==> config.mk <==
export PLATFORM = sky130hd
export DESIGN_NAME = rv32v_element_sequencer
export DESIGN_NICKNAME = d
export VERILOG_FILES = /design/src/rtl/rv32v_element_sequencer.sv
export SDC_FILE = /design/constraint.sdc
export NUM_CORES = 1
export LEC_CHECK = 0
export ABC_CLOCK_PERIOD_IN_PS = 2700
export BUFFER_PORTS_ARGS = -buffer_cell sky130_fd_sc_hd__buf_2
export CORE_AREA = 2 2 69 71
export DETAILED_ROUTE_END_ITERATION = 8
export DIE_AREA = 0 0 71 73
export GPL_ROUTABILITY_DRIVEN = 0
export SYNTH_ARGS = -nofsm -noshare
export SYNTH_HDL_FRONTEND = slang
export SYNTH_SLANG_ARGS = --single-unit
==> constraint.sdc <==
create_clock -name CLK -period 2.7 [get_ports CLK]
set_input_delay 0.135 -clock CLK [delete_from_list [all_inputs] [get_ports CLK]]
set_output_delay 0.135 -clock CLK [all_outputs]
set_load 0.01 [all_outputs]
==> src/rtl/rv32v_element_sequencer.sv <==
// rv32v_element_sequencer
//
// Walks one vector instruction's elements through the two-lane execute
// datapath, one beat per element pair. Lane 0 takes the even element
// (woffset0 = 2k), lane 1 the odd element (woffset1 = 2k+1). Beats hold
// while a lane is busy or the hazard unit stalls; flush abandons the
// instruction without a done pulse.
//
// Ports:
//   CLK, RST        clock, synchronous active-high reset
//   start, vl_in,   issue request (taken only when ready), element count,
//   vm_ena_in       and masked-instruction flag
//   ready           sequencer idle and able to accept start
//   mask_pair       v0 mask bits for the current woffset0/woffset1
//   lane_busy,      hold the current beat (lane multi-cycle op / hazard
//   stall, flush    stall); flush aborts to IDLE
//   beat_valid      woffset0/woffset1/wen describe a live beat
//   woffset0/1      lane 0 / lane 1 element index
//   wen             per-lane element write enable
//   last            current beat is the final one of the instruction
//   done            one-cycle pulse after the final beat retires
//   busy, next_busy current / next state is not IDLE
module rv32v_element_sequencer #(
  parameter int VL_W = 8
) (
  input  logic            CLK,
  input  logic            RST,
  input  logic            start,
  input  logic [VL_W-1:0] vl_in,
  input  logic            vm_ena_in,
  output logic            ready,
  input  logic [1:0]      mask_pair,
  input  logic            lane_busy,
  input  logic            stall,
  input  logic            flush,
  output logic            beat_valid,
  output logic [VL_W-1:0] woffset0,
  output logic [VL_W-1:0] woffset1,
  output logic [1:0]      wen,
  output logic            last,
  output logic            done,
  output logic            busy,
  output logic            next_busy
);

  // k counts element pairs, so it needs one bit less than an element index.
  localparam int K_W = VL_W - 1;

  typedef enum logic [1:0] {
    IDLE = 2'd0,
    RUN  = 2'd1,
    DONE = 2'd2
  } state_t;

  state_t          state_reg, state_next;
  logic [K_W-1:0]  k_reg, k_next;
  logic [VL_W-1:0] vl_reg, vl_next;
  logic            vm_reg, vm_next;

  logic            adv;
  logic [VL_W:0]   off_plus2;

  // Offsets are just k with the lane number appended as the low bit.
  assign woffset0 = {k_reg, 1'b0};
  assign woffset1 = {k_reg, 1'b1};

  assign ready      = (state_reg == IDLE);
  assign beat_valid = (state_reg == RUN);
  assign done       = (state_reg == DONE);
  assign busy       = (state_reg != IDLE);

  // One extra bit so 2k+2 cannot wrap below vl near the top of the range.
  assign off_plus2 = {1'b0, woffset0} + (VL_W+1)'(2);
  assign last      = beat_valid & (off_plus2 >= {1'b0, vl_reg});

  assign adv = beat_valid & ~stall & ~lane_busy & ~flush;

  // Per-lane write enable: lane 1 also drops out on the tail beat of an
  // odd vl, whatever the mask says.
  genvar gi;
  generate
    for (gi = 0; gi < 2; gi++) begin : g_lane
      logic in_range;
      if (gi == 0) begin : g_even
        assign in_range = 1'b1;
      end else begin : g_odd
        assign in_range = (woffset1 < vl_reg);
      end
      assign wen[gi] = beat_valid & in_range & (~vm_reg | mask_pair[gi]);
    end
  endgenerate

  always_comb begin
    state_next = state_reg;
    k_next     = k_reg;
    vl_next    = vl_reg;
    vm_next    = vm_reg;
    unique case (state_reg)
      IDLE: begin
        // A flush in IDLE wins over a simultaneous start.
        if (start && !flush) begin
          if (vl_in != '0) begin
            state_next = RUN;
            vl_next    = vl_in;
            vm_next    = vm_ena_in;
            k_next     = '0;
          end else begin
            state_next = DONE;
          end
        end
      end
      RUN: begin
        if (flush) begin
          state_next = IDLE;
          k_next     = '0;
        end else if (adv) begin
          if (last) begin
            state_next = DONE;
            k_next     = '0;
          end else begin
            k_next = k_reg + K_W'(1);
          end
        end
      end
      DONE: begin
        state_next = IDLE;
      end
      default: begin
        state_next = IDLE;
        k_next     = '0;
      end
    endcase
  end

  // Reset forces IDLE on the next edge, so report that to the hazard unit.
  assign next_busy = ~RST & (state_next != IDLE);

  always_ff @(posedge CLK) begin
    if (RST) begin
      state_reg <= IDLE;
      k_reg     <= '0;
      vl_reg    <= '0;
      vm_reg    <= 1'b0;
    end else begin
      state_reg <= state_next;
      k_reg     <= k_next;
      vl_reg    <= vl_next;
      vm_reg    <= vm_next;
    end
  end

endmodule

==> results.sh, run 1 <==
export IMPL_multi_input_area_um2=801
export IMPL_slew_violations=0
export IMPL_synth_edf_count=0
export IMPL_period_minus_slack_ps=2490
export IMPL_cts_inserted_buffers=3
export IMPL_synth_common_cells="19 x nor2_1, 18 x dfxtp_1, 15 x ha_1"
export IMPL_synth_compound_area_share_pct=15.6
export IMPL_fp_dieArea_mm2=0.00518
export IMPL_ys_flop_type="dfxtp_1"
export IMPL_yosys_area_top_type_share_pct=28.2
export IMPL_r2r_end="k_reg[2]$_SDFFE_PP0P_"
export IMPL_regArea_um2=363
export IMPL_yosysMostFrequentCell="nor2_1"
export IMPL_grt_pass1_vias=1002
export IMPL_hold_depth=3
export IMPL_wl_per_cell_um=11.9
export IMPL_ys_seq_area_share_pct=28.2
export IMPL_synth_top_cell_by_area="dfxtp_1"
export IMPL_cts_sinks=18
export IMPL_die_y_um=73
export IMPL_holdPathEnd="vm_reg$_SDFFE_PP0P_"
export IMPL_overflow=0
export IMPL_io_pins=41
export IMPL_synth_xor_area_share_pct=2.74
export IMPL_post_cts_buffers=0
export IMPL_grt_max_degree=15
export IMPL_synthSimpleGateAreaFrac_pct=20.8
export IMPL_fill_cells=490
export IMPL_muxShareOfSynthArea_pct=7.93
export IMPL_critPathRequiredTime_ps=2570
export IMPL_setup_violations=0
export IMPL_synth_cells=144
export IMPL_fmax_mhz=402
export IMPL_reg2regPathDepth=10
export IMPL_hpwlAfterDp_mm=2.26
export IMPL_vias=1087
export IMPL_crit_fanout=8
export IMPL_fin_worst_skew_ps=4.07
export IMPL_end_kind="output port"
export IMPL_finalWirelength_mm=2.74
export IMPL_status="completed"
export IMPL_dpl_worst_slack_ps=195
export IMPL_place_port_buffers=38
export IMPL_rows=25
export IMPL_cts_resized=0
export IMPL_synth_area_mm2=0.00128
export IMPL_fin_ws_ps=213
export IMPL_ir_drop_uv=152
export IMPL_ys_async_sr_fraction_pct=0
export IMPL_cts_tree="built"
export IMPL_dr_pass1_iters=4
export IMPL_drtIter0Drc=37
export IMPL_fin_cells=230
export IMPL_place_area_mm2=0.00147
export IMPL_antenna_found_initial=0
export IMPL_drc_errors=0
export IMPL_power_per_cell_area_mw_per_mm2=395
export IMPL_reg2reg_from="k_reg[3]$_SDFFE_PP0P_"
export IMPL_clk_pin_slew_worst_paths_ps=70
export IMPL_ant_nets=0
export IMPL_cts_hold_buffers=0
export IMPL_hp_class="in2reg"
export IMPL_fin_crit_sh_pct=92.1
export IMPL_largest_register_ffs=8
export IMPL_cap_viol_max_count=0
export IMPL_finalPower_mw=0.604
export IMPL_finalHoldViolations=0
export IMPL_avgSynthCellArea_um2=8.87
export IMPL_finalSetupTns_ps=0
export IMPL_area_delta_synth_final_pct=19.7
export IMPL_ys_warn_count=0
export IMPL_num_antenna_cells=0
export IMPL_synth_nets=176
export IMPL_track_usage_pct=11.6
export IMPL_ys_types=41
export IMPL_synth_top_family_by_area="simple AND/OR/NAND/NOR gates"
export IMPL_synth_area_leaders="dfxtp_1 28%, ha_1 15%, mux2i_1 7.1%, nor2_1 5.6%, buf_4 5.3%"
export IMPL_design_area_mm2=0.00153
export IMPL_cts_buffer_depth=2
export IMPL_rsz0062_at_grt="no"
export IMPL_die_w_um=71
export IMPL_crit_path_start_kind="flop"
export IMPL_synth_seq_cells=18
export IMPL_layout_drive_gt1_share_pct=31.8
export IMPL_cts_root_buf="clkbuf_8"
export IMPL_via_per_inst=4.73
export IMPL_hp_start="vm_ena_in"
export IMPL_crit_arrival_ps=2350
export IMPL_start_util_pct=28.2
export IMPL_p_leak_nw=0.725
export IMPL_clk_latency_ps=260
export IMPL_nets=209
export IMPL_core_mm2=0.00454
export IMPL_synth_fa_ha_area_share_pct=14.7
export IMPL_crit_type="reg2out"
export IMPL_htree_levels=1
export IMPL_dp_cells=226
export IMPL_grt_pass1_wl_mm=4.73
export IMPL_rrSetupSlack_ps=250
## worst max-delay path, cell delays in order, from the launching register on
cell,delay (ps)
dfxtp_1,460
and3_1,190
nand3_1,80
or2_2,290
nand2_1,80
ha_1,130
o21a_1,110
o21ai_0,60
a31oi_1,350
nor2_2,110
nor2_1,90
buf_2,130
## routing by layer
layer / part of all wire, % / GRT usage [%] / wire length, um
met4: 1.9 / 5.66 / 51
met1: 47 / 15.3 / 1280
met5: 0 / 0 / 0
met3: 5.7 / 2.07 / 156
met2: 46 / 18.2 / 1250
## cell families after synthesis
kind of cell	Yosys count
compound gates	24
xor+xnor	4
fa+ha+maj	15
buf+inv	23
flops	18
mux	10
other cells	2
simple gates	48
## power breakdown
group / internal [mW] / leakage (nW) / switching (mW)
sequential: 0.273 / 0.147 / 0.00549
combinational: 0.0435 / 0.549 / 0.0544
clock: 0.130 / 0.0288 / 0.0972
total: 0.447 / 0.725 / 0.157
## how the worst max path moves through the flow
stage                                       end  slack, ps                  start  depth (start not counted)
after floorplan           k_reg[2]$_SDFFE_PP0P_        390  k_reg[2]$_SDFFE_PP0P_                         11
after global placement    k_reg[2]$_SDFFE_PP0P_        240  k_reg[1]$_SDFFE_PP0P_                          9
after detailed placement  k_reg[2]$_SDFFE_PP0P_        190  k_reg[1]$_SDFFE_PP0P_                          9
after CTS                                  last         40  k_reg[1]$_SDFFE_PP0P_                         10
after global routing                       last         20  k_reg[3]$_SDFFE_PP0P_                         11
final                                      last        210  k_reg[3]$_SDFFE_PP0P_                         11
## layout make-up
class,instances,area share [%]
multi-input cells,103,52.4
well taps,54,4.42
inverters,12,2.95
flip-flops and latches,18,23.7
clock buffers,4,3.60
repair buffers,39,12.9
## layout by cell type (no fill, tap or decap), types with 3 or more instances in the layout
cell,netlist,routed
nor2b_1,5,5
mux2i_1,9,9
a22o_1,4,4
clkbuf_8,0,4
nand3_1,3,3
ha_1,15,14
dfxtp_1,18,16
inv_1,12,12
nand2_1,8,8
buf_2,1,38
o21ai_0,3,3
nor2_1,19,18
xnor2_1,3,3
## stage by stage
step | util [%] | hold slack (ps)
global placement | 32.3 | 369
global route | 33.7 | 142
finish | 33.7 | 107
CTS | 33.5 | 106
floorplan | - | 282
detailed placement | 32.3 | 387
Power figures use the tool's default switching activity.
==> run 2: changes to the inputs <==
--- a/config.mk
+++ b/config.mk
@@ -7,10 +7,12 @@
 export LEC_CHECK = 0
 export ABC_CLOCK_PERIOD_IN_PS = 2700
 export BUFFER_PORTS_ARGS = -buffer_cell sky130_fd_sc_hd__buf_2
-export CORE_AREA = 2 2 69 71
+export CORE_AREA = 2 2 88 56
 export DETAILED_ROUTE_END_ITERATION = 8
-export DIE_AREA = 0 0 71 73
+export DIE_AREA = 0 0 90 58
 export GPL_ROUTABILITY_DRIVEN = 0
+export MAX_ROUTING_LAYER = met4
+export RECOVER_POWER = 100
 export SYNTH_ARGS = -nofsm -noshare
 export SYNTH_HDL_FRONTEND = slang
 export SYNTH_SLANG_ARGS = --single-unit
==> run 2 against run 1 <==
Compared with the run above:
- total power decreased by 6.3%
- sequential power hardly changed
- clock skew shrank 2.3 ps
- clock power is 18% lower
- fmax is 1.3% lower
- global-route usage fell by 0.65 points
- via count decreased by 0.55%
- cell count rose by 3.9%
- critical path type unchanged
==> results.sh, run 2 (synthesis gave the netlist of run 1 again) <==
export IMPL_status="completed"
export IMPL_crit_arrival_ps=2390
export IMPL_fp_dieArea_mm2=0.00522
export IMPL_critPathRequiredTime_ps=2570
export IMPL_cts_buffer_depth=2
export IMPL_hpwlAfterDp_mm=2.33
export IMPL_mostFrequentLayoutCells="24 x buf_2, 19 x nor2_1, 15 x dfxtp_1"
export IMPL_die_w_um=90
export IMPL_p_clk_share_pct=33.1
export IMPL_hp_class="in2reg"
export IMPL_htree_levels=1
export IMPL_layout_drive_gt1_share_pct=24.4
export IMPL_rrSetupSlack_ps=310
export IMPL_via_per_inst=4.52
export IMPL_finalHoldViolations=0
export IMPL_reg2regPathDepth=10
export IMPL_sequentialPowerShare_pct=49.3
export IMPL_design_area_mm2=0.00152
export IMPL_dr_pass1_iters=4
export IMPL_period_minus_slack_ps=2520
export IMPL_end_kind="output port"
export IMPL_area_delta_synth_final_pct=18.7
export IMPL_overflow=0
export IMPL_fin_crit_sh_pct=93.4
export IMPL_num_antenna_cells=0
export IMPL_p_leak_nw=0.667
export IMPL_power_per_cell_area_mw_per_mm2=373
export IMPL_ant_nets=0
export IMPL_vias=1081
export IMPL_dp_cells=236
export IMPL_crit_type="reg2out"
export IMPL_fin_worst_skew_ps=1.81
export IMPL_tightest_slew_ps=1060
export IMPL_start_util_pct=28.9
export IMPL_fill_cells=515
export IMPL_drc_errors=0
export IMPL_cts_tree="built"
export IMPL_crit_path_start_kind="flop"
export IMPL_grt_pass1_vias=924
export IMPL_clk_pin_slew_worst_paths_ps=70
export IMPL_clk_latency_ps=250
export IMPL_place_port_buffers=38
export IMPL_holdPathEnd="vm_reg$_SDFFE_PP0P_"
export IMPL_drtIter0Drc=56
export IMPL_place_area_mm2=0.00149
export IMPL_cts_hold_buffers=0
export IMPL_reg2reg_from="k_reg[4]$_SDFFE_PP0P_"
export IMPL_final_common_cell="buf_2"
export IMPL_wl_per_cell_um=11.8
export IMPL_swShare_pct=26.4
export IMPL_combinationalPowerShare_pct=17.6
export IMPL_cap_viol_max_count=0
export IMPL_nets=210
export IMPL_rows=19
export IMPL_p_int_mw=0.416
export IMPL_fmax_mhz=397
export IMPL_grt_max_degree=15
export IMPL_setup_violations=0
export IMPL_crit_fanout=7
export IMPL_cts_inserted_buffers=3
export IMPL_ir_drop_uv=236
export IMPL_slew_headroom_pct=29.1
export IMPL_cts_sinks=18
export IMPL_fin_cells=239
export IMPL_finalSetupTns_ps=0
export IMPL_p_sw_mw=0.149
export IMPL_core_mm2=0.00442
export IMPL_r2r_end="k_reg[0]$_SDFFE_PP0P_"
export IMPL_cts_root_buf="clkbuf_8"
export IMPL_hold_depth=3
export IMPL_antenna_found_initial=0
export IMPL_grt_pass1_wl_mm=4.44
export IMPL_io_pins=41
export IMPL_largest_register_ffs=8
export IMPL_crit_start="k_reg[4]$_SDFFE_PP0P_"
export IMPL_slew_violations=0
export IMPL_die_y_um=58
export IMPL_hp_start="vm_ena_in"
export IMPL_finalWirelength_mm=2.82
export IMPL_track_usage_pct=10.9
## run 2: cell count changes in the layout (fill, tap and decap cells not counted), sizes merged
cell,delta
buf,-13
clkbuf,+13
## run 2: routing by layer
| layer | GRT usage (%) | vias up | part of all wire (%) |
|---|---|---|---|
| met3 | 3.25 | 2 | 5.9 |
| met4 | 2.64 | 0 | 0.28 |
| met1 | 16.0 | 488 | 57 |
| met5 | - | - | 0 |
| met2 | 14.4 | 30 | 37 |
| li1 | - | 561 | - |
## run 2: power groups by stage
stage | combinational, mW | sequential (mW) | clock [mW]
6_report | 0.0993 | 0.279 | 0.187
5_1_grt | 0.111 | 0.280 | 0.209
4_1_cts | 0.0981 | 0.279 | 0.198
3_5_place_dp | 0.0976 | 0.285 | 0
3_3_place_gp | 0.0973 | 0.285 | 0
2_1_floorplan | 0.0656 | 0.284 | 0
## run 2: per-stage QoR
stage	hold slack, ps	setup slack, ps	util (%)	power, mW
3_5_place_dp	378	196	33.6	0.383
4_1_cts	111	50.9	34.5	0.574
2_1_floorplan	282	391	-	0.349
6_report	116	179	34.3	0.565
5_1_grt	138	-15.3	34.3	0.600
3_3_place_gp	373	322	33.6	0.382
## run 2: critical path: stages (launching register included)
cell and delay, ps:
dfxtp_1 450, and3_1 180, nand3_1 90, or2_2 300, nand2_1 80, ha_1 240, o21a_1 110, o21ai_0 200
a31oi_2 100, nor2_2 180, nor2_1 70, buf_2 140
## run 2: repair_timing
item,4_1_cts,5_1_grt
resized for setup,0,6
setup endpoints to repair,0,2
setup buffers,0,0
## run 2: worst max-delay path by stage
stage | depth (start not counted) | slack, ps | endpoint
floorplan | 11 | 390 | k_reg[2]$_SDFFE_PP0P_
global placement | 9 | 320 | k_reg[2]$_SDFFE_PP0P_
detailed placement | 9 | 200 | k_reg[2]$_SDFFE_PP0P_
CTS | 10 | 50 | last
global route | 11 | -20 | last
finish | 11 | 180 | last
## run 2: area by class of cell
class                      count  area (um^2)  share of cell area, %
clock buffer                   3         41.3                   2.72
tap                           63         78.8                   5.20
multi-input combinational    103          800                   52.7
sequential                    18          364                   24.0
inverter                      12         45.0                   2.97
timing repair buffer          40          188                   12.4
